<file path="src/rtl/univ_shift_reg_if.sv">
// Bus interface for univ_shift_reg: control, data and serial inputs from the
// master; register contents, serial outputs and burst status from the slave.
interface univ_shift_reg_if #(
  parameter int unsigned WIDTH = 8,
  parameter int unsigned CNT_W = 4
);
  logic             en;
  logic [2:0]       mode;
  logic [WIDTH-1:0] d;
  logic             sin_l;
  logic             sin_r;
  logic             start;
  logic [CNT_W-1:0] cnt;
  logic [WIDTH-1:0] q;
  logic [WIDTH-1:0] qbar;
  logic             sout_l;
  logic             sout_r;
  logic             busy;
  logic             done;

  modport master (
    output en, mode, d, sin_l, sin_r, start, cnt,
    input  q, qbar, sout_l, sout_r, busy, done
  );

  modport slave (
    input  en, mode, d, sin_l, sin_r, start, cnt,
    output q, qbar, sout_l, sout_r, busy, done
  );
endinterface

</file>
<file path="src/rtl/univ_shift_reg.sv">
// Universal WIDTH-bit shift register with hold/load/shift/rotate modes,
// synchronous clear and an autonomous burst FSM performing cnt shifts.
// Optional feature: define ASR_EN to make mode 6 an arithmetic right shift;
// otherwise mode 6 holds and a burst request with mode 6 is a null burst.
module univ_shift_reg #(
  parameter int unsigned WIDTH = 8,
  parameter int unsigned CNT_W = 4
) (
  input  logic               clk,
  input  logic               clr,
  univ_shift_reg_if.slave    bus
);

  typedef enum logic [2:0] {
    M_HOLD = 3'd0,
    M_LOAD = 3'd1,
    M_SHL  = 3'd2,
    M_SHR  = 3'd3,
    M_ROTL = 3'd4,
    M_ROTR = 3'd5,
    M_ASR  = 3'd6,
    M_RSVD = 3'd7
  } mode_t;

  typedef enum logic {
    S_IDLE = 1'b0,
    S_RUN  = 1'b1
  } state_t;

  state_t           state_q, state_d;
  logic [WIDTH-1:0] q_q, q_d;
  logic [CNT_W-1:0] rem_q, rem_d;
  mode_t            bmode_q, bmode_d;
  logic             done_q, done_d;
  mode_t            mode_in;

  assign mode_in = mode_t'(bus.mode);

  function automatic logic [WIDTH-1:0] apply_op(
    input mode_t            op,
    input logic [WIDTH-1:0] cur,
    input logic [WIDTH-1:0] ld,
    input logic             sl,
    input logic             sr
  );
    apply_op = cur;
    case (op)
      M_LOAD: apply_op = ld;
      M_SHL:  apply_op = {cur[WIDTH-2:0], sl};
      M_SHR:  apply_op = {sr, cur[WIDTH-1:1]};
      M_ROTL: apply_op = {cur[WIDTH-2:0], cur[WIDTH-1]};
      M_ROTR: apply_op = {cur[0], cur[WIDTH-1:1]};
`ifdef ASR_EN
      M_ASR:  apply_op = {cur[WIDTH-1], cur[WIDTH-1:1]};
`else
      M_ASR:  apply_op = cur;
`endif
      default: apply_op = cur;
    endcase
  endfunction

  function automatic logic is_shift(input mode_t m);
    is_shift = 1'b0;
    case (m)
      M_SHL, M_SHR, M_ROTL, M_ROTR: is_shift = 1'b1;
`ifdef ASR_EN
      M_ASR: is_shift = 1'b1;
`endif
      default: is_shift = 1'b0;
    endcase
  endfunction

  // State register: clear aborts any burst without a done pulse
  always_ff @(posedge clk) begin
    if (clr) begin
      state_q <= S_IDLE;
      q_q     <= '0;
      rem_q   <= '0;
      bmode_q <= M_HOLD;
      done_q  <= 1'b0;
    end else begin
      state_q <= state_d;
      q_q     <= q_d;
      rem_q   <= rem_d;
      bmode_q <= bmode_d;
      done_q  <= done_d;
    end
  end

  // Next state: start in IDLE wins over direct mode and does not need en
  always_comb begin
    state_d = state_q;
    q_d     = q_q;
    rem_d   = rem_q;
    bmode_d = bmode_q;
    done_d  = 1'b0;
    case (state_q)
      S_IDLE: begin
        if (bus.start) begin
          if ((bus.cnt != '0) && is_shift(mode_in)) begin
            bmode_d = mode_in;
            rem_d   = bus.cnt;
            state_d = S_RUN;
          end else begin
            done_d = 1'b1;
          end
        end else if (bus.en) begin
          q_d = apply_op(mode_in, q_q, bus.d, bus.sin_l, bus.sin_r);
        end
      end
      S_RUN: begin
        if (bus.en) begin
          q_d   = apply_op(bmode_q, q_q, bus.d, bus.sin_l, bus.sin_r);
          rem_d = rem_q - CNT_W'(1);
          if (rem_q == CNT_W'(1)) begin
            state_d = S_IDLE;
            done_d  = 1'b1;
          end
        end
      end
      default: state_d = S_IDLE;
    endcase
  end

  // Outputs: all derived combinationally from registered state
  always_comb begin
    bus.q      = q_q;
    bus.qbar   = ~q_q;
    bus.sout_l = q_q[WIDTH-1];
    bus.sout_r = q_q[0];
    bus.busy   = (state_q == S_RUN);
    bus.done   = done_q;
  end

endmodule

</file>
<file path="src/flat_wrapper.sv">
// flat-port wrapper written by rule: the top's interface ports become plain ports
module univ_shift_reg_flat 
#(
  parameter int unsigned WIDTH = 8,
  parameter int unsigned CNT_W = 4
)
  (clk, clr, bus_en, bus_mode, bus_d, bus_sin_l, bus_sin_r, bus_start, bus_cnt, bus_q, bus_qbar, bus_sout_l, bus_sout_r, bus_busy, bus_done);
  univ_shift_reg_if #(.WIDTH(WIDTH), .CNT_W(CNT_W)) bus_i ();
  input  logic clk;
  input  logic clr;
  input wire logic [$bits(bus_i.en)-1:0] bus_en;
  input wire logic [$bits(bus_i.mode)-1:0] bus_mode;
  input wire logic [$bits(bus_i.d)-1:0] bus_d;
  input wire logic [$bits(bus_i.sin_l)-1:0] bus_sin_l;
  input wire logic [$bits(bus_i.sin_r)-1:0] bus_sin_r;
  input wire logic [$bits(bus_i.start)-1:0] bus_start;
  input wire logic [$bits(bus_i.cnt)-1:0] bus_cnt;
  output wire logic [$bits(bus_i.q)-1:0] bus_q;
  output wire logic [$bits(bus_i.qbar)-1:0] bus_qbar;
  output wire logic [$bits(bus_i.sout_l)-1:0] bus_sout_l;
  output wire logic [$bits(bus_i.sout_r)-1:0] bus_sout_r;
  output wire logic [$bits(bus_i.busy)-1:0] bus_busy;
  output wire logic [$bits(bus_i.done)-1:0] bus_done;
  assign bus_i.en = bus_en;
  assign bus_i.mode = bus_mode;
  assign bus_i.d = bus_d;
  assign bus_i.sin_l = bus_sin_l;
  assign bus_i.sin_r = bus_sin_r;
  assign bus_i.start = bus_start;
  assign bus_i.cnt = bus_cnt;
  assign bus_q = bus_i.q;
  assign bus_qbar = bus_i.qbar;
  assign bus_sout_l = bus_i.sout_l;
  assign bus_sout_r = bus_i.sout_r;
  assign bus_busy = bus_i.busy;
  assign bus_done = bus_i.done;
  univ_shift_reg #(.WIDTH(WIDTH), .CNT_W(CNT_W)) u_core (.clk(clk), .clr(clr), .bus(bus_i));
endmodule
</file>
<file path="config.mk">
export PLATFORM = sky130hd
export DESIGN_NAME = univ_shift_reg_flat
export DESIGN_NICKNAME = d
export VERILOG_FILES = /design/src/rtl/univ_shift_reg_if.sv /design/src/rtl/univ_shift_reg.sv /design/src/flat_wrapper.sv
export SDC_FILE = /design/constraint.sdc
export NUM_CORES = 1
export LEC_CHECK = 0
export ABC_AREA = 1
export ABC_CLOCK_PERIOD_IN_PS = 1700
export CAP_MARGIN = 20
export CORE_MARGIN = 2
export CORE_UTILIZATION = 48
export DETAILED_ROUTE_END_ITERATION = 10
export GPL_TIMING_DRIVEN = 0
export PLACE_DENSITY = 0.77
export SETUP_SLACK_MARGIN = 0.15
export SYNTH_ARGS = -nofsm -noshare
export SYNTH_HDL_FRONTEND = slang
export SYNTH_SLANG_ARGS = --single-unit
export TNS_END_PERCENT = 10
</file>
<file path="constraint.sdc">
create_clock -name clk -period 1.7 [get_ports clk]
set_input_delay 0.34 -clock clk [delete_from_list [all_inputs] [get_ports clk]]
set_output_delay 0.34 -clock clk [all_outputs]
set_load 0.01 [all_outputs]
</file>
==> metrics.yaml <==
outcome: "complete, no violations"
vias: 1746
grt_first_pass_wirelength_mm: 6.948
rr_endpoint: "u_core.bus.q[0]$_SDFFE_PP0P_"
yosys.area_share.adder_pct: 1.706
wl_per_cell_um: 12.68
cp.required_ns: 1.36
grt_busiest_layer: "met2"
max_stage_delay_ns: 0.54
boundaryPins: 41
path_cells: "inv_1, clkdlybuf4s50_1"
ir_drop_v: 0.0004411
hold_class: "in2reg"
syn_to_final_growth_pct: 38.31
ys.warnings.count: 0
gr-usage-met3_pct: 2.402
grt_max_degree: 11
seq_area_um2: 361.6
synth_edf_count: 0
cts.sinks: 17
ys_seq_elements: 17
crit_fanout: 5
path_clk_slew_ns: 0.11
setup.worst_path.start_class: "flop"
fp.dieH_um: 59.27
total_power_mw: 1.184
drv_cap: 0
endpoint: "bus_qbar[5]"
max-clock-path-buffers: 2
finalSetupViolCount: 0
grt_pass1_vias: 1496
design.core.area_um2: 2978
yosysUniqueCellTypes: 28
grt.met2_usage_pct: 42.23
synth-async-reset-ratio_pct: 0
yosysTopAreaCell: "dfxtp_1"
tightest_slew_ns: 0.4518
root_buffer: "clkbuf_4"
rsz0062_at_grt: "yes"
die_x_um: 59.27
power.leakage_nw: 1.104
synth_top_family_by_area: "simple AND/OR/NAND/NOR gates"
htree_levels: 1
overflow: 0
crit_type: "reg2out"
slew_viol_final: 0
synth-seq-area-share_pct: 23.21
fin_cells: 329
synth_fp_nets: 274
hold_buffers: 0
clock.fmax_mhz: 616.7
drive_gt1_share_pct: 13.51
dp_hpwl_mm: 3.055
crit_slowest_cell: "clkdlybuf4s50_1"
netlist_instances: 251
whs_ns: 0.4895
synth-compound-area-share_pct: 10.41
fin_worst_skew_ns: 0.004478
r2r_cells: 9
muxShareOfSynthArea_pct: 0
power.density_nw_per_um2: 583.6
cts_buffers: 3
synth_top_cells_by_count: "nand2_1 (53), nand3_1 (47), nor2_1 (34)"
synth_top_area_share_pct: 23.21
drt-total-wl_mm: 4.173
drc: 0
synth_area_um2: 1466
design_area_um2: 2028
numPortBuffers: 40
rr_startpoint: "u_core.bmode_q[1]$_SDFFE_PP0P_"
ant_nets: 0
synth.most_common_cell: "nand2_1"
min_period_over_period_pct: 95.39
fin_crit_ns: 1.622
dpl_worst_slack_ns: -0.3163
crit_path_start: "u_core.bus.q[5]$_SDFFE_PP0P_"
grt_usage_pct: 25.42
drtPass1Iterations: 4
synth_area_per_cell_um2: 5.842
drt_iter0_markers: 124
rows: 20
nFillCells: 295
synth_xor_area_share_pct: 0.5973
endpoint_kind: "output port"
synthFlopType: "dfxtp_1"
multi_input_area_um2: 954.7
fp.dieArea_um2: 3513
clk_latency_ns: 0.30
globalRouteMet1Util_pct: 35.38
final_util_pct: 68.11
fin_tns_setup_ns: 0
synth_area_leaders: "dfxtp_1 (23%), nand3_1 (16%), nand2_1 (14%), nor2_1 (8.7%), inv_1 (8.2%)"
reg2reg_setup_slack_ns: 0.24
globalplace.congestion: 0.9008
place_inst: 324
detail_route.vias_per_cell: 5.307
fin_nets: 320
relSlewSlack_pct: 69.88
post_dp_cell_area_um2: 1908
antenna_found_initial: 0
hold_viol: 0
cts_tree: "done"
start_util_pct: 49.24
yosys.area_share.simple_pct: 50.94
fin_ws_ns: 0.07838
arrival_ns: 1.28
n_antenna_cell: 0
## how the worst min path moves through the flow
| stage | startpoint | endpoint | slack (ns) | depth (start not counted) |
|---|---|---|---|---|
| 4_1_cts | u_core.rem_q[1]$_SDFFE_PP0P_ | u_core.rem_q[1]$_SDFFE_PP0P_ | 0.51 | 2 |
| 6_report | bus_start | u_core.bus.busy$_SDFF_PP0_ | 0.49 | 3 |
| 2_1_floorplan | clr | u_core.bmode_q[1]$_SDFFE_PP0P_ | 0.41 | 1 |
| 3_3_place_gp | u_core.rem_q[1]$_SDFFE_PP0P_ | u_core.rem_q[1]$_SDFFE_PP0P_ | 0.48 | 2 |
| 3_5_place_dp | u_core.rem_q[1]$_SDFFE_PP0P_ | u_core.rem_q[1]$_SDFFE_PP0P_ | 0.49 | 2 |
| 5_1_grt | bus_start | u_core.bus.busy$_SDFF_PP0_ | 0.50 | 3 |
## critical path: cells and delay by family (launching register included)
family                 cells  cell delay (ns)
buffers and inverters      2             0.63
flip-flops                 1             0.36
## layout make-up
| type | instances | area share [%] |
|---|---|---|
| inverters | 37 | 6.848 |
| well taps | 33 | 2.036 |
| multi-input cells | 189 | 47.07 |
| flip-flops and latches | 17 | 17.83 |
| repair buffers | 41 | 22.15 |
| plain buffers | 8 | 2.776 |
| clock buffers | 4 | 1.295 |
## registers in the layout, indices dropped and copies added (netlist names)
register and flops:
u_core.rem_q 4, u_core.bmode_q 3, u_core.bus.q 8, u_core.bus.done 1, u_core.bus.busy 1
## cell families (layout without fill, tap and decap cells)
logic type | Yosys count | after routing
buffers and inverters | 45 | 90
AND/OR/NAND/NOR | 157 | 157
AO/OA/AOI/OAI | 29 | 29
adder cells (fa/ha/maj) | 2 | 2
XOR/XNOR | 1 | 1
flip-flops | 17 | 17
## what timing repair did
action / 4_1_cts / 5_1_grt
resized for setup: 7 / 38
buffers inserted: 1 / 0
setup endpoints to repair: 33 / 33
## where the power goes
group / switching (mW) / total (mW) / leakage (nW) / internal (mW)
clock network: 0.140 / 0.231 / 0.0150 / 0.0914
logic: 0.264 / 0.479 / 0.944 / 0.214
registers: 0.0386 / 0.474 / 0.145 / 0.435
## placed cells by master, fill, tap and decap left out, types with 4 or more instances in the layout
cell             instances
buf_4                    5
o21ai_0                  4
nand2_1                 53
nand2_4                  6
o21ai_1                 16
nor2_1                  34
inv_1                   31
dfxtp_2                  8
nand3_1                 47
nand3b_1                 6
dfxtp_1                  6
dlymetal6s2s_1          19
a21oi_1                  7
inv_2                    5
clkdlybuf4s50_1         17
## layer usage
layer	part of all wire [%]	vias up
li1	-	901
met3	6.7	4
met4	0.91	0
met1	44	782
met5	0	-
met2	49	59
(Power assumes the default switching activity.)
